## src/rtl/display_scheduler.sv

```systemverilog
// Sequences the three two-digit values shown on the six-digit HEX display:
// rotating PRICE/TRADE/SPREAD pages, a trade-hold after each match, and a halt blink.
module display_scheduler #(
   parameter int unsigned ROTATE_CYCLES = 150_000_000,
   parameter int unsigned HOLD_CYCLES   = 100_000_000,
   parameter int unsigned BLINK_CYCLES  = 12_500_000
) (
   input  logic       clk,
   input  logic       reset,
   input  logic [7:0] buy_price,
   input  logic [7:0] sell_price,
   input  logic [7:0] spread_now,
   input  logic [7:0] trade_count,
   input  logic       halt_signal,
   input  logic       match_signal,
   input  logic       page_next,
   input  logic       auto_en,
   input  logic       clr_stats,
   output logic [7:0] disp_a,
   output logic [7:0] disp_b,
   output logic [7:0] disp_c,
   output logic       blank,
   output logic [1:0] page,
   output logic       hold_active
);

   localparam logic [27:0] ROT_LAST   = 28'(ROTATE_CYCLES - 1);
   localparam logic [27:0] HOLD_LAST  = 28'(HOLD_CYCLES - 1);
   localparam logic [27:0] BLINK_LAST = 28'(BLINK_CYCLES - 1);

   typedef enum logic [1:0] {
      ST_SHOW = 2'd0,
      ST_HOLD = 2'd1,
      ST_HALT = 2'd2
   } state_t;

   state_t      r_state;
   logic [1:0]  r_page;
   logic [1:0]  r_saved_page;
   logic        r_from_hold;
   logic        r_hold_active;
   logic        r_blank;
   logic        r_match_d;
   logic [27:0] r_rot_cnt;
   logic [27:0] r_hold_cnt;
   logic [27:0] r_blink_cnt;
   logic [7:0]  r_last_buy;
   logic [7:0]  r_last_sell;
   logic [7:0]  r_spread_max;
   logic [7:0]  r_spread_min;
   logic [7:0]  r_buy_p0;
   logic [7:0]  r_sell_p0;
   logic [7:0]  r_spread_p0;
   logic [7:0]  r_trades_p0;
   logic [7:0]  r_disp_a_p1;
   logic [7:0]  r_disp_b_p1;
   logic [7:0]  r_disp_c_p1;
   logic [7:0]  w_mux_a;
   logic [7:0]  w_mux_b;
   logic [7:0]  w_mux_c;
   logic        w_match_rise;
   logic        w_disp_en;

   function automatic logic [7:0] clamp99(input logic [7:0] v);
      return (v > 8'd99) ? 8'd99 : v;
   endfunction

   function automatic logic [1:0] next_page(input logic [1:0] p);
      return (p == 2'd2) ? 2'd0 : p + 2'd1;
   endfunction

   assign w_match_rise = match_signal & ~r_match_d;
   assign w_disp_en    = ~halt_signal && (r_state != ST_HALT);

   // Control FSM: halt > match > page key > auto-rotate
   always_ff @(posedge clk or posedge reset) begin
      if (reset) begin
         r_state       <= ST_SHOW;
         r_page        <= 2'd0;
         r_saved_page  <= 2'd0;
         r_from_hold   <= 1'b0;
         r_hold_active <= 1'b0;
         r_blank       <= 1'b0;
         r_match_d     <= 1'b0;
         r_rot_cnt     <= '0;
         r_hold_cnt    <= '0;
         r_blink_cnt   <= '0;
         r_last_buy    <= 8'd0;
         r_last_sell   <= 8'd0;
      end else begin
         r_match_d <= match_signal;
         if (halt_signal) begin
            if (r_state != ST_HALT) begin
               r_state       <= ST_HALT;
               r_from_hold   <= (r_state == ST_HOLD);
               r_hold_active <= 1'b0;
               r_blank       <= 1'b0;
               r_blink_cnt   <= '0;
            end else if (r_blink_cnt == BLINK_LAST) begin
               r_blank     <= ~r_blank;
               r_blink_cnt <= '0;
            end else begin
               r_blink_cnt <= r_blink_cnt + 28'd1;
            end
         end else begin
            case (r_state)
               ST_SHOW: begin
                  if (w_match_rise) begin
                     r_last_buy    <= buy_price;
                     r_last_sell   <= sell_price;
                     r_saved_page  <= r_page;
                     r_page        <= 2'd1;
                     r_hold_cnt    <= HOLD_LAST;
                     r_hold_active <= 1'b1;
                     r_state       <= ST_HOLD;
                  end else if (page_next) begin
                     r_page    <= next_page(r_page);
                     r_rot_cnt <= '0;
                  end else if (auto_en) begin
                     if (r_rot_cnt == ROT_LAST) begin
                        r_page    <= next_page(r_page);
                        r_rot_cnt <= '0;
                     end else begin
                        r_rot_cnt <= r_rot_cnt + 28'd1;
                     end
                  end else begin
                     r_rot_cnt <= '0;
                  end
               end
               ST_HOLD: begin
                  if (w_match_rise) begin
                     r_last_buy  <= buy_price;
                     r_last_sell <= sell_price;
                     r_hold_cnt  <= HOLD_LAST;
                  end else if (r_hold_cnt == 28'd0) begin
                     r_page        <= r_saved_page;
                     r_rot_cnt     <= '0;
                     r_hold_active <= 1'b0;
                     r_state       <= ST_SHOW;
                  end else begin
                     r_hold_cnt <= r_hold_cnt - 28'd1;
                  end
               end
               ST_HALT: begin
                  if (r_from_hold) r_page <= r_saved_page;
                  r_rot_cnt <= '0;
                  r_blank   <= 1'b0;
                  r_state   <= ST_SHOW;
               end
               default: r_state <= ST_SHOW;
            endcase
         end
      end
   end

   // Spread extremes follow the live spread outside HALT; a clear always wins
   always_ff @(posedge clk or posedge reset) begin
      if (reset) begin
         r_spread_max <= 8'd0;
         r_spread_min <= 8'd255;
      end else if (clr_stats) begin
         r_spread_max <= 8'd0;
         r_spread_min <= 8'd255;
      end else if (r_state != ST_HALT) begin
         if (spread_now > r_spread_max) r_spread_max <= spread_now;
         if (spread_now < r_spread_min) r_spread_min <= spread_now;
      end
   end

   // Stage p0: register live datapath inputs
   always_ff @(posedge clk) begin
      r_buy_p0    <= buy_price;
      r_sell_p0   <= sell_price;
      r_spread_p0 <= spread_now;
      r_trades_p0 <= trade_count;
   end

   always_comb begin
      w_mux_a = r_buy_p0;
      w_mux_b = r_sell_p0;
      w_mux_c = r_spread_p0;
      case (r_page)
         2'd1: begin
            w_mux_a = r_last_buy;
            w_mux_b = r_last_sell;
            w_mux_c = r_trades_p0;
         end
         2'd2: begin
            w_mux_a = r_spread_max;
            w_mux_b = r_spread_min;
            w_mux_c = r_spread_p0;
         end
         default: ;
      endcase
   end

   // Stage p1: clamped page mux to the display outputs, frozen during halt
   always_ff @(posedge clk or posedge reset) begin
      if (reset) begin
         r_disp_a_p1 <= 8'd0;
         r_disp_b_p1 <= 8'd0;
         r_disp_c_p1 <= 8'd0;
      end else if (w_disp_en) begin
         r_disp_a_p1 <= clamp99(w_mux_a);
         r_disp_b_p1 <= clamp99(w_mux_b);
         r_disp_c_p1 <= clamp99(w_mux_c);
      end
   end

   assign disp_a      = r_disp_a_p1;
   assign disp_b      = r_disp_b_p1;
   assign disp_c      = r_disp_c_p1;
   assign blank       = r_blank;
   assign page        = r_page;
   assign hold_active = r_hold_active;

endmodule
```

## config.mk

```make
export PLATFORM = sky130hd
export DESIGN_NAME = display_scheduler
export DESIGN_NICKNAME = d
export VERILOG_FILES = /design/src/rtl/display_scheduler.sv
export SDC_FILE = /design/constraint.sdc
export NUM_CORES = 1
export LEC_CHECK = 0
export BUFFER_PORTS_ARGS = -buffer_cell sky130_fd_sc_hd__buf_2
export CORE_UTILIZATION = 28
export CTS_CLUSTER_DIAMETER = 150
export DETAILED_ROUTE_END_ITERATION = 16
export PLACE_DENSITY = 0.47
export SLEW_MARGIN = 5
export SYNTH_ARGS = -nofsm -noshare
export SYNTH_HDL_FRONTEND = slang
export SYNTH_SLANG_ARGS = --single-unit
```

## constraint.sdc

```tcl
create_clock -name clk -period 6.5 [get_ports clk]
set_clock_uncertainty 0.2 [all_clocks]
set_input_delay 1.95 -clock clk [delete_from_list [all_inputs] [get_ports clk]]
set_output_delay 1.95 -clock clk [all_outputs]
set_load 0.005 [all_outputs]
```

* Word level (Yosys, flattened, before mapping)
Index checks and enable logic that the tools add are counted.
** Storage, ports and cells
- Flip-flop bits (word level) :: 182
- Bits of input ports :: 39
- Output and inout bits :: 28
- Word-level logic and storage cells :: 126
** Cells by class
- Add/subtract/negate cells :: 4
- $lt $le $gt $ge :: 5
- Equality and inequality tests :: 20
- Muxes and demuxes :: 50
- Bitwise gates (word level) :: 4
- Reductions and logical operators :: 22
** Operator list (number)
- $mux 28 :: 11
- $pmux 28 s3 :: 1
- $mux 8 :: 10
- $add 28x1->28 const B :: 2
- $pmux 28 s2 :: 1
- $pmux 8 s2 :: 2
- $eq 28x24->1 const B :: 1
- $eq 28x28->1 const B :: 1
- $logic_not 28->1 :: 1
- $sub 28x1->28 const B :: 1
- $mux 2 :: 13
- $gt 8x7->1 const B :: 3
- $ne 2x2->1 const B :: 5
- $reduce_and 5->1 :: 2
- $reduce_bool 2->1 :: 5
- $mux 1 :: 9
- $ne 3x3->1 const B :: 3
- $gt 8x8->1 :: 1
- $lt 8x8->1 :: 1
- $ne 4x4->1 const B :: 2
- $reduce_and 2->1 :: 4
- $reduce_and 4->1 :: 2
- $reduce_and 7->1 :: 1
- $pmux 2 s3 :: 1
- other kinds (15) :: 22

* Longest topological paths before layout
- Depth after elaboration :: 7
- Gate-level depth with buffers :: 10
- Mapped depth without buffers :: 8

* Worst setup path after synthesis
OpenSTA, ideal clock, no wires.
- Path type :: input to register
- From :: in match_signal
- To :: reg r_hold_cnt[26]
- Setup time :: 124 ps
- Arrival :: 3533 ps
- Data required time :: 6176 ps
- Path slack :: 2643 ps
- Stages :: 8
- Buffers on the path :: 3
- Cells stage by stage :: nand2b_1 > clkbuf_1 > or3_1 > clkbuf_1 > a2111oi_1 > buf_2 > and4_1 > nor2_1
** On the way
- Longest elaborated chain between the ends :: 3
- Elaborated cells between the ends (all ways) :: 6
- Classes of those cells :: eq/ne: 2; mux: 2; bitwise: 1; reduce/logical: 1
** RTL lines
- start: declaration :: RTL line 15 : input logic match_signal,
- $and 1x1->1 (*) :: RTL line 72 : assign w_match_rise = match_signal & ~r_match_d;
- $ne 3x3->1 (no line) (tied with other cells)
- $reduce_and 4->1 (no line) / $pmux 28 s2 (equally long branches)
- end signal: assignment :: RTL line 141 : r_hold_cnt <= r_hold_cnt - 28'd1;
- end: declaration :: RTL line 45 : logic [27:0] r_hold_cnt;
Every way passes the cells marked *; elsewhere a longest branch is shown, timed or not.
A chain may end at the register's enable or synchronous reset.

* Worst setup path after layout
- From :: in halt_signal
- To :: reg r_hold_cnt[20]
** On the way
- Longest elaborated chain between the ends :: 2
** RTL lines
- start: declaration :: RTL line 14 : input logic halt_signal,
- $not 1->1 (no line)
- $reduce_and 4->1 (no line)
Every way passes these cells.

==> flow_summary_export.csv <==
group,metric,value,unit
sta,rsz0062_at_grt,"false",
detailed_routing,drc_errors,0,
setup_path,path_cells,"buf_2, a21oi_1, o31ai_4, buf_4, a2111oi_2, and4_1, o21ai_0",
placement,dp_slack,1.91,ns
detailed_routing,drt_first_pass_iters,5,
cts,cts.sinks,182,
sta,setup_violations,0,
sta,hold_viol_final,0,
detailed_routing,postRouteAntennaNets,0,
logic_synthesis,avgSynthCellArea,9.50,um^2
setup_path,cp-start-kind,"input port",
floorplanning,dieArea,32600,um^2
logic_synthesis,synth_top_area_cell,"dfrtp_1",
cts,clockRootBuffer,"clkbuf_16",
setup_path,slowest_delay,0.99,ns
final_layout,fill_cells,3236,
sta,max_slew_margin,27.6,%
setup_path,critPathBufInv,2,
logic_synthesis,synthTopCellsByCount,"142 x dfrtp_1, 121 x nand2_1, 98 x o21ai_0",
setup_path,path_delay_family,"compound AO/OA/AOI/OAI gates",
setup_path,crit_end,"r_hold_cnt[20]",
logic_synthesis,synthTopCellsByArea,"dfrtp_1 40%, dfxtp_1 7.2%, o21ai_0 5.5%, nand2_1 5.1%, ha_1 3.8%",
global_routing,grt_pass1_wl,37400,um
detailed_routing,vias,7080,
detailed_routing,avgRoutedWirePerCell,16.0,um
setup_path,cp_slowest_cell,"a2111oi_2",
final_layout,drive_gt1_share,14.2,%
sta,finalSetupTns,0,ns
setup_path,worst-r2r-setup-slack,3.22,ns
detailed_routing,vias_per_cell,5.04,
cts,clk_transition_reported_paths,0.07,ns
setup_path,critPathCaptureType,"register",
setup_path,arrival,4.15,ns
final_layout,syn2layout_area_growth,14.5,%
hold_path,hp-start,"disp_c[4]",
power,peakVddDrop,201,uV
logic_synthesis,postSynthCellCount,941,
logic_synthesis,synthFlopType,"dfrtp_1",
detailed_routing,dr.first_iter.drc_count,345,
cts,htree_levels,4,
logic_synthesis,synth_fp_nets,1007,
power,leakage,0.00430,uW
logic_synthesis,ys_ff_latch,182,
global_routing,grt_max_degree,86,
cts,cts_setup_buffers,0,
floorplanning,io_pins,67,
logic_synthesis,synth_edf_count,0,
setup_path,crit_fanout,28,
setup_path,worstSetupPathDepth,7,
setup_path,r2r_start,"r_state[1]",
sta,fin_crit_sh,62.5,%
hold_path,hold_class,"reg2reg",
sta,fmax,0.246,GHz
sta,period_needed,4.06,ns
setup_path,crit_path_start,"halt_signal",
final_layout,multi_input_area,4230,um^2
cts,cts_hold_buf,0,
global_routing,grtUsageTotal,14.4,%
final_layout,ff_latch_area,4400,um^2
setup_path,required,6.59,ns
job,maxCapViolCount,0,
logic_synthesis,synth_top_area_share,39.8,%
final_layout,stdcell_count,1406,
placement,dp.cells,1374,
placement,gp_congestion,0.764,
floorplanning,die_h,181,um
cts,cts_resized,0,
final_layout,largestRegisters,"r_blink_cnt (28), r_hold_cnt (28), r_rot_cnt (28)",
setup_path,r2r-end,"r_hold_cnt[20]",
detailed_routing,drt-total-wl,22500,um
logic_synthesis,synth-seq-area-share,49.3,%
floorplanning,die_w,181,um
cts,cts.path.max_buffers,2,
setup_path,reg2reg_depth,9,
setup_path,critical_path_class,"in2reg",
placement,dp_hpwl,15100,um
global_routing,first_global_vias,6931,
global_routing,antenna_found_initial,1,
logic_synthesis,synth-async-reset-ratio,82.4,%
sta,slew_violations,0,
logic_synthesis,yosys.cell_types.count,68,
power,power_density,350,nW/um^2
floorplanning,core_area,31500,um^2
sta,postLayoutSetupSlackWorst,2.44,ns
cts,cts_made_buffers,17,
logic_synthesis,synth_warnings,0,
sta,worstMarginPinSlew,1.09,ns
floorplanning,start_util,28.4,%
logic_synthesis,synth_area,8940,um^2
final_layout,n_antenna_cell,0,
floorplanning,std_cell_rows,65,
cts,clock_latency,0.44,ns
logic_synthesis,synth.most_common_cell,"dfrtp_1",
power,totalPowerFinal,3580,uW
global_routing,overflow,0,
cts,cts_tree,"yes",
placement,portBuffers,66,
run_status,status,"completed",
final_layout,nNetsFinal,1057,
==> tightest hold or removal path, delay by kind of cell, from the launching register on <==
| kind | cells | cell delay (ns) |
|---|---|---|
| flops | 1 | 0.34 |
| compound gates | 1 | 0.06 |
| simple gates | 1 | 0.04 |
==> worst min-delay path by stage <==
stage | end | slack [ns] | depth (start not counted)
after floorplan | r_blink_cnt[21] | 0.24 | 1
after global placement | disp_c[4] | 0.26 | 2
after detailed placement | r_last_buy[0] | 0.26 | 2
after CTS | disp_a[2] | 0.28 | 2
after global routing | r_last_sell[4] | 0.30 | 2
final | disp_c[4] | 0.27 | 2
==> cell families (layout without fill, tap and decap cells) <==
group,count (synthesis),count (layout),synth area share [%]
xor gates and xnor gates,21,21,2.06
adders and majority gates,27,27,3.78
AOI/OAI and AO/OA,259,259,18.8
DFF,182,182,49.3
and+or+nand+nor,352,352,20.2
muxes,20,20,2.28
buffers and inverters,80,143,3.58
==> metrics by stage <==
| stage | cell area, um^2 | utilization (%) | hold WS, ns |
|---|---|---|---|
| 5_1_grt | 10200 | 32.5 | 0.298 |
| 4_1_cts | 10200 | 32.5 | 0.282 |
| 3_3_place_gp | 9680 | 30.8 | 0.259 |
| 6_report | 10200 | 32.5 | 0.274 |
| 3_5_place_dp | 9680 | 30.8 | 0.264 |
| 2_1_floorplan | 8940 | - | 0.244 |
==> area by class of cell <==
class                      count  share of cell area [%]
inverter                      34                    1.30
sequential                   182                    43.0
clock inverter                11                   0.880
clock buffer                  21                    4.51
multi-input combinational    679                    41.3
timing repair buffer          77                    4.03
tap                          402                    4.91
==> power breakdown <==
group | switching, uW | internal [uW] | leakage, uW | total (uW)
Sequential | 145 | 1340 | 0.00216 | 1490
Clock | 477 | 521 | 0.000273 | 998
Combinational | 685 | 412 | 0.00187 | 1100
==> layer usage <==
| layer | part of all wire, % | global-route usage, % |
|---|---|---|
| met1 | 50 | 19.8 |
| met4 | 1.4 | 4.89 |
| met3 | 3.2 | 2.95 |
| met5 | 0 | 0 |
| met2 | 45 | 22.3 |
==> placed cells by master (no fill, tap or decap), types with 12 or more instances in the layout <==
master,count
ha_1,27
inv_1,33
o31ai_1,18
nand2_1,121
clkbuf_16,18
dfxtp_1,32
nor2_1,54
xnor2_1,18
and4_1,12
nand2b_1,25
and3_1,14
o21ai_0,98
nand3_1,35
a22oi_1,18
mux2i_1,17
nor3_1,15
a31oi_1,27
a21oi_1,36
dfrtp_1,142
nand4_1,16
buf_2,66
Note: power is estimated with default switching activity, not from simulation.
